==> config.mk <==
export PLATFORM = sky130hd
export DESIGN_NAME = id_ex_stage
export DESIGN_NICKNAME = d
export VERILOG_FILES = /design/src/rtl/id_ex_stage.sv
export SDC_FILE = /design/constraint.sdc
export NUM_CORES = 1
export LEC_CHECK = 0
export CAP_MARGIN = 20
export CORE_MARGIN = 4
export CORE_UTILIZATION = 45
export CTS_CLUSTER_SIZE = 20
export DETAILED_ROUTE_END_ITERATION = 7
export DONT_BUFFER_PORTS = 1
export SETUP_SLACK_MARGIN = 0.02
export SLEW_MARGIN = 10
export SYNTH_ARGS = -nofsm -noshare
export SYNTH_HDL_FRONTEND = slang
export SYNTH_SLANG_ARGS = --single-unit
==> constraint.sdc <==
create_clock -name clk -period 4.5 [get_ports clk]
set_input_delay 0.675 -clock clk [delete_from_list [all_inputs] [get_ports clk]]
set_output_delay 0.675 -clock clk [all_outputs]
set_load 0.05 [all_outputs]
==> src/rtl/id_ex_stage.sv <==
// rtl/id_ex_stage.sv - ID/EX pipeline register with WB bypass and stall-time operand refresh
module id_ex_stage #(
   parameter int N      = 32,
   parameter int CTRL_W = 12
) (
   input  logic              clk,
   input  logic              rst,
   input  logic              stall,
   input  logic              flush,
   input  logic              id_valid,
   input  logic [N-1:0]      id_pc,
   input  logic [N-1:0]      id_imm,
   input  logic [4:0]        id_rs1_addr,
   input  logic [4:0]        id_rs2_addr,
   input  logic [4:0]        id_rd_addr,
   input  logic [CTRL_W-1:0] id_ctrl,
   input  logic [N-1:0]      rf_rs1,
   input  logic [N-1:0]      rf_rs2,
   input  logic              wb_regwrite,
   input  logic [4:0]        wb_rd_addr,
   input  logic [N-1:0]      wb_data,
   output logic              ex_valid,
   output logic [N-1:0]      ex_pc,
   output logic [N-1:0]      ex_imm,
   output logic [N-1:0]      ex_rs1,
   output logic [N-1:0]      ex_rs2,
   output logic [4:0]        ex_rs1_addr,
   output logic [4:0]        ex_rs2_addr,
   output logic [4:0]        ex_rd_addr,
   output logic [CTRL_W-1:0] ex_ctrl
);

   logic              valid_q,    valid_d;
   logic [N-1:0]      pc_q,       pc_d;
   logic [N-1:0]      imm_q,      imm_d;
   logic [N-1:0]      rs1_q,      rs1_d;
   logic [N-1:0]      rs2_q,      rs2_d;
   logic [4:0]        rs1_addr_q, rs1_addr_d;
   logic [4:0]        rs2_addr_q, rs2_addr_d;
   logic [4:0]        rd_addr_q,  rd_addr_d;
   logic [CTRL_W-1:0] ctrl_q,     ctrl_d;

   logic              wb_live;
   logic [N-1:0]      id_op1, id_op2;

   // Operand values as they should enter EX: x0 is hard zero, a same-cycle WB write wins over the stale RF read
   always_comb begin
      wb_live = wb_regwrite && (wb_rd_addr != 5'd0);
      if (id_rs1_addr == 5'd0)
         id_op1 = '0;
      else if (wb_live && (wb_rd_addr == id_rs1_addr))
         id_op1 = wb_data;
      else
         id_op1 = rf_rs1;
      if (id_rs2_addr == 5'd0)
         id_op2 = '0;
      else if (wb_live && (wb_rd_addr == id_rs2_addr))
         id_op2 = wb_data;
      else
         id_op2 = rf_rs2;
   end

   // Next-state selection: flush bubble beats stall hold, which beats a normal load
   always_comb begin
      valid_d    = valid_q;
      pc_d       = pc_q;
      imm_d      = imm_q;
      rs1_d      = rs1_q;
      rs2_d      = rs2_q;
      rs1_addr_d = rs1_addr_q;
      rs2_addr_d = rs2_addr_q;
      rd_addr_d  = rd_addr_q;
      ctrl_d     = ctrl_q;
      if (flush) begin
         valid_d    = 1'b0;
         pc_d       = '0;
         imm_d      = '0;
         rs1_d      = '0;
         rs2_d      = '0;
         rs1_addr_d = '0;
         rs2_addr_d = '0;
         rd_addr_d  = '0;
         ctrl_d     = '0;
      end else if (!stall) begin
         valid_d    = id_valid;
         pc_d       = id_pc;
         imm_d      = id_imm;
         rs1_d      = id_op1;
         rs2_d      = id_op2;
         rs1_addr_d = id_rs1_addr;
         rs2_addr_d = id_rs2_addr;
         rd_addr_d  = id_rd_addr;
         // A non-valid entry must never carry RegWrite (or any other control) into EX
         ctrl_d     = id_valid ? id_ctrl : '0;
      end else if (valid_q && wb_live) begin
         // Producer retiring while we sit stalled: refresh the held operand so it is not stale
         if (wb_rd_addr == rs1_addr_q) rs1_d = wb_data;
         if (wb_rd_addr == rs2_addr_q) rs2_d = wb_data;
      end
   end

   // Pipeline register state with asynchronous clear
   always_ff @(posedge clk or posedge rst) begin
      if (rst) begin
         valid_q    <= 1'b0;
         pc_q       <= '0;
         imm_q      <= '0;
         rs1_q      <= '0;
         rs2_q      <= '0;
         rs1_addr_q <= '0;
         rs2_addr_q <= '0;
         rd_addr_q  <= '0;
         ctrl_q     <= '0;
      end else begin
         valid_q    <= valid_d;
         pc_q       <= pc_d;
         imm_q      <= imm_d;
         rs1_q      <= rs1_d;
         rs2_q      <= rs2_d;
         rs1_addr_q <= rs1_addr_d;
         rs2_addr_q <= rs2_addr_d;
         rd_addr_q  <= rd_addr_d;
         ctrl_q     <= ctrl_d;
      end
   end

   assign ex_valid    = valid_q;
   assign ex_pc       = pc_q;
   assign ex_imm      = imm_q;
   assign ex_rs1      = rs1_q;
   assign ex_rs2      = rs2_q;
   assign ex_rs1_addr = rs1_addr_q;
   assign ex_rs2_addr = rs2_addr_q;
   assign ex_rd_addr  = rd_addr_q;
   assign ex_ctrl     = ctrl_q;

endmodule

======== After elaboration in Yosys (flattened, before gate mapping) ========
Index checks and enable logic that the tools add are counted.
storage, ports and cells
  bits in registers ....................... 156
  input port bits ......................... 198
operators by class
  equality and inequality tests ........... 8
  multiplexer cells ....................... 27
  reduce and logical (&&, ||, !) cells .... 9
operators by type and width
  operator                                        number
  2-to-1 mux 32 bit                               16
  2-to-1 mux 12 bit                               3
  2-to-1 mux 5 bit                                6
  equality test 5 bit                             4
  logical NOT 5 bit                               2
  != test 3 x 1 -> 1 bit (second input constant)  3
  nonzero test 5 bit                              1
  logical AND 1 bit                               4
  AND reduction 2 bit                             2
  2-to-1 mux 1 bit                                2
  != test 2 x 1 -> 1 bit (second input constant)  1

======== Depth between registers and ports, before layout ========
  depth in word-level cells ............... 7
  depth in mapped cells ................... 7
  depth with buffers taken out ............ 4

======== Worst setup path before layout ========
No wires, ideal clock.
  path kind ............................... input -> register
  start point ............................. input wb_rd_addr[2]
  end point ............................... register rs1_q[22], in the netlist ex_rs1[22]
  library setup time ...................... 0.096 ns
  data arrival time ....................... 2.269 ns
  data required time ...................... 4.404 ns
  path slack .............................. 2.136 ns
  stages on the path ...................... 7
  cells stage by stage .................... buf_2 > or4_4 > o211a_1 > buf_6 > buf_6 > a41o_1 > a311oi_2
between the ends
  cells in the longest elaborated chain, start to end .. 7
ends and longest elaborated chain
  what                    RTL line  RTL
  start: declaration      20        input logic [4:0] wb_rd_addr,
  nonzero test 5 bit      48        wb_live = wb_regwrite && (wb_rd_addr != 5'd0);
  logical AND 1 bit       48
  logical AND 1 bit       51        else if (wb_live && (wb_rd_addr == id_rs1_addr))
  2-to-1 mux 32 bit       51
  2-to-1 mux 32 bit       49        if (id_rs1_addr == 5'd0)
  2-to-1 mux 32 bit       84        end else if (!stall) begin
  2-to-1 mux 32 bit       74        if (flush) begin
  end signal: assignment  118       rs1_q <= rs1_d;
  end: declaration        36        logic [N-1:0] rs1_q, rs1_d;
Several ways; a longest one is shown, not always the timed one.
A chain may end at the register's enable or synchronous reset.

======== Worst setup path in the final report ========
  start point ............................. register valid_q, in the netlist ex_valid
  end point ............................... register rs1_q[7], in the netlist ex_rs1[7]
between the ends
  cells in the longest elaborated chain, start to end .. 3
ends and longest elaborated chain
  what                              RTL line  RTL
  start: declaration                33        logic valid_q, valid_d;
  start signal: assignment          115       valid_q <= valid_d;
  logical AND 1 bit                 95        end else if (valid_q && wb_live) begin
  != test 3 x 1 -> 1 bit (no line)  n/a
  AND reduction 2 bit (no line)     n/a
No other way between the ends.

==> impl_metrics.prom <==
# TYPE chip_impl_metric gauge
chip_impl_info{name="run_status",value="completed"} 1
chip_impl_metric{name="fin_worst_hold_slack",unit="ns"} 0.0500
chip_impl_metric{name="combPwrFrac",unit=""} 0.126
chip_impl_metric{name="antenna_violating_nets_post_route",unit=""} 0
chip_impl_metric{name="clkSlewWorstSetupHoldPaths",unit="ns"} 0.08
chip_impl_metric{name="maxCapViolations",unit=""} 0
chip_impl_info{name="grt_setup_unrepaired",value="false"} 1
chip_impl_metric{name="global_route_usage_over_all_layers",unit=""} 0.272
chip_impl_metric{name="peakVddDrop",unit="mV"} 0.253
chip_impl_info{name="hold_path_class",value="primary input to async pin"} 1
chip_impl_metric{name="timing.critical_path.slowest_cell_delay",unit="ns"} 0.70
chip_impl_metric{name="gp_congestion",unit=""} 0.798
chip_impl_metric{name="required",unit="ns"} 4.83
chip_impl_metric{name="total_internal_power",unit="mW"} 2.47
chip_impl_metric{name="firstDrtPassIters",unit=""} 5
chip_impl_metric{name="vias",unit=""} 7912
chip_impl_metric{name="worstPathMaxFanout",unit=""} 64
chip_impl_metric{name="grt_max_degree",unit=""} 160
chip_impl_metric{name="std_cell_rows",unit=""} 52
chip_impl_metric{name="synthCells",unit=""} 945
chip_impl_metric{name="slew_viol_final",unit=""} 0
chip_impl_metric{name="synthDistinctLibCells",unit=""} 33
chip_impl_metric{name="worstPathArrival",unit="ns"} 2.82
chip_impl_metric{name="syn_nets",unit=""} 1143
chip_impl_metric{name="die_w",unit="um"} 152
chip_impl_info{name="cp-end-kind",value="register"} 1
chip_impl_metric{name="max_slew_margin",unit=""} 0.311
chip_impl_metric{name="switching_power",unit="mW"} 1.45
chip_impl_metric{name="grt-ovfl-total",unit=""} 0
chip_impl_metric{name="fmaxAchievable",unit="GHz"} 0.401
chip_impl_metric{name="final_nets",unit=""} 1048
chip_impl_metric{name="dp_hpwl",unit="mm"} 19.9
chip_impl_metric{name="ys_ff_latch",unit=""} 156
chip_impl_metric{name="swShare",unit=""} 0.369
chip_impl_metric{name="antenna_found_initial",unit=""} 7
chip_impl_metric{name="fin_crit",unit="ns"} 2.49
chip_impl_metric{name="final-hold-violation-count",unit=""} 0
chip_impl_metric{name="final.setup.tns",unit="ns"} 0
chip_impl_info{name="startpoint_type",value="register"} 1
chip_impl_metric{name="power_frac_clock",unit=""} 0.393
chip_impl_metric{name="drt_wl_total",unit="mm"} 32.2
chip_impl_metric{name="wire_per_inst",unit="um"} 28.2
chip_impl_metric{name="final.period_utilization",unit=""} 0.554
chip_impl_metric{name="worst_clock_skew",unit="ns"} 0.0136
chip_impl_metric{name="power.share.sequential",unit=""} 0.482
chip_impl_metric{name="die_y",unit="um"} 152
chip_impl_metric{name="die_area",unit="um2"} 23000
chip_impl_metric{name="leakagePower",unit="nW"} 4.26
chip_impl_info{name="critical_path_cell_with_the_highest_stage_delay",value="dfrtp_1"} 1
chip_impl_metric{name="cts-buffers-inserted",unit=""} 17
chip_impl_metric{name="avgSynthCellArea",unit="um2"} 9.83
chip_impl_metric{name="netlist_area",unit="um2"} 9290
chip_impl_info{name="cts_root_buffer",value="clkbuf_16"} 1
chip_impl_metric{name="layout-drive-gt1-share",unit=""} 0.0800
chip_impl_metric{name="grt_first_pass_wirelength",unit="mm"} 48.6
chip_impl_metric{name="htree_levels",unit=""} 4
chip_impl_metric{name="initial_utilization",unit=""} 0.458
chip_impl_metric{name="core_area",unit="um2"} 20300
chip_impl_info{name="mostFrequentLayoutCell",value="dfrtp_1"} 1
chip_impl_metric{name="detail_route.vias_per_cell",unit=""} 6.93
chip_impl_info{name="worstPathCellList",value="nand2_1, nor4_4, buf_4, a211oi_1, a311oi_1"} 1
chip_impl_info{name="cts_tree",value="built"} 1
chip_impl_info{name="most_frequent_cells_in_the_layout",value="156 x dfrtp_1, 92 x nor2_1, 79 x mux2i_1"} 1
chip_impl_metric{name="worst-slew-pin-transition",unit="ns"} 1.03
chip_impl_metric{name="setup_violations",unit=""} 0
chip_impl_metric{name="number_of_warnings_issued_by_yosys",unit=""} 0
chip_impl_metric{name="cts.sinks",unit=""} 156
chip_impl_metric{name="portBuffers",unit=""} 0
chip_impl_metric{name="post_cts_resize_count",unit=""} 0
chip_impl_metric{name="part_of_the_yosys_area_used_for_sequential_elements",unit=""} 0.420
chip_impl_info{name="worst-setup-path-type",value="register to register"} 1
chip_impl_metric{name="drcViolationCount",unit=""} 0
chip_impl_metric{name="hold_buffers_post_cts",unit=""} 0
chip_impl_metric{name="max-clock-path-buffers",unit=""} 2
chip_impl_metric{name="count_of_pins_on_the_block_boundary",unit=""} 354
chip_impl_metric{name="clock_latency",unit="ns"} 0.44
chip_impl_metric{name="cts_post_setup_buffers_inserted",unit=""} 0
chip_impl_metric{name="initialDrtViolationCount",unit=""} 754
chip_impl_metric{name="synth_to_final_area_change",unit="%"} 7.16
chip_impl_metric{name="first_global_vias",unit=""} 8055
chip_impl_metric{name="power.density",unit="nW/um2"} 393
==> cell families (layout without fill, tap and decap cells) <==
family	after synthesis	in the layout	synth area share
buffers and inverters	171	89	0.0774
AOI/OAI and AO/OA	347	347	0.306
muxes	79	79	0.0851
xor gates and xnor gates	20	20	0.0188
and+or+nand+nor	172	172	0.0928
other	0	8	0
DFF	156	156	0.420
==> through the flow <==
stage | std cells | worst slack (ns) | util | total power, mW | cell area (um2)
3_5_place_dp | 1100 | 1.85 | 0.457 | 2.40 | 9270
6_report | 1141 | 2.01 | 0.491 | 3.91 | 9960
4_1_cts | 1132 | 2.00 | 0.488 | 3.94 | 9910
2_1_floorplan | 945 | 1.85 | - | 2.31 | 9300
5_1_grt | 1136 | 1.81 | 0.490 | 4.07 | 9950
3_3_place_gp | 1099 | 1.90 | 0.455 | 2.38 | 9240
==> routing by layer <==
metal / track usage / share of wire / routed length (um) / vias to the layer above
li1: - / - / - / 3500
met1: 0.349 / 0.38 / 12300 / 3891
met2: 0.428 / 0.48 / 15500 / 454
met3: 0.0907 / 0.11 / 3400 / 65
met4: 0.0970 / 0.029 / 920 / 2
met5: 0 / 0.00040 / 13 / -
==> synthesized netlist by cell type, drive strengths merged <==
cell type / n / area, um2
inv: 36 / 135
o211a: 2 / 20.0
buf: 33 / 201
clkbuf: 102 / 383
nand2b: 1 / 6.26
nand3: 2 / 10.0
mux2i: 79 / 791
dfrtp: 156 / 3900
a211oi: 64 / 480
a41o: 64 / 641
xnor2: 14 / 123
a21boi: 64 / 480
nand4: 64 / 400
and2: 2 / 12.5
o21a: 1 / 7.51
a22oi: 12 / 90.1
nor2: 92 / 345
a21oi: 11 / 55.1
and3: 2 / 12.5
xor2: 6 / 52.6
o31ai: 64 / 480
o21ai: 1 / 8.76
nand2: 3 / 11.3
nor2b: 1 / 6.26
a311oi: 64 / 579
nor4: 4 / 46.3
or4: 1 / 11.3
==> state kept, by name, indices dropped and copies added (netlist names) <==
register     cells
ex_rs1          32
ex_pc           32
ex_rd_addr       5
ex_rs2_addr      5
ex_valid         1
ex_imm          32
ex_rs2          32
ex_ctrl         12
ex_rs1_addr      5
==> power groups by stage <==
stage	registers [mW]	clock network [mW]	logic, mW
global placement	1.91	0	0.469
global route	1.90	1.63	0.540
CTS	1.89	1.56	0.485
finish	1.89	1.54	0.491
floorplan	1.88	0	0.433
detailed placement	1.91	0	0.486
==> critical path: cells and delay by family, from the launching register on <==
kind / cells / cell delay, ns
AND/OR/NAND/NOR: 2 / 0.57
flip-flops: 1 / 0.70
AO/OA/AOI/OAI: 2 / 0.47
buffers and inverters: 1 / 0.60
==> layout make-up <==
type / count / area (um2)
Fill cell: 1887 / 10300
Multi-Input combinational cell: 618 / 4710
Sequential cell: 156 / 3900
Clock buffer: 17 / 425
Tap cell: 270 / 338
Clock inverter: 15 / 215
Timing Repair Buffer: 21 / 210
Inverter: 36 / 139
Antenna cell: 8 / 20.0
==> final timing paths <==
check,start,end,slack (ns),depth (start not counted)
worst min-delay path,rst,ex_ctrl[4],0.05,1
worst max-delay path,ex_valid,ex_rs1[7],2.01,5
max in group asynchronous,rst,ex_rs2[19],3.49,2
worst min register to register,ex_pc[8],ex_pc[8],0.87,2
min in group clk,flush,ex_pc[22],0.31,1
worst max register to register,ex_valid,ex_rs1[7],2.01,5
Note: power is estimated with default switching activity, not from simulation.
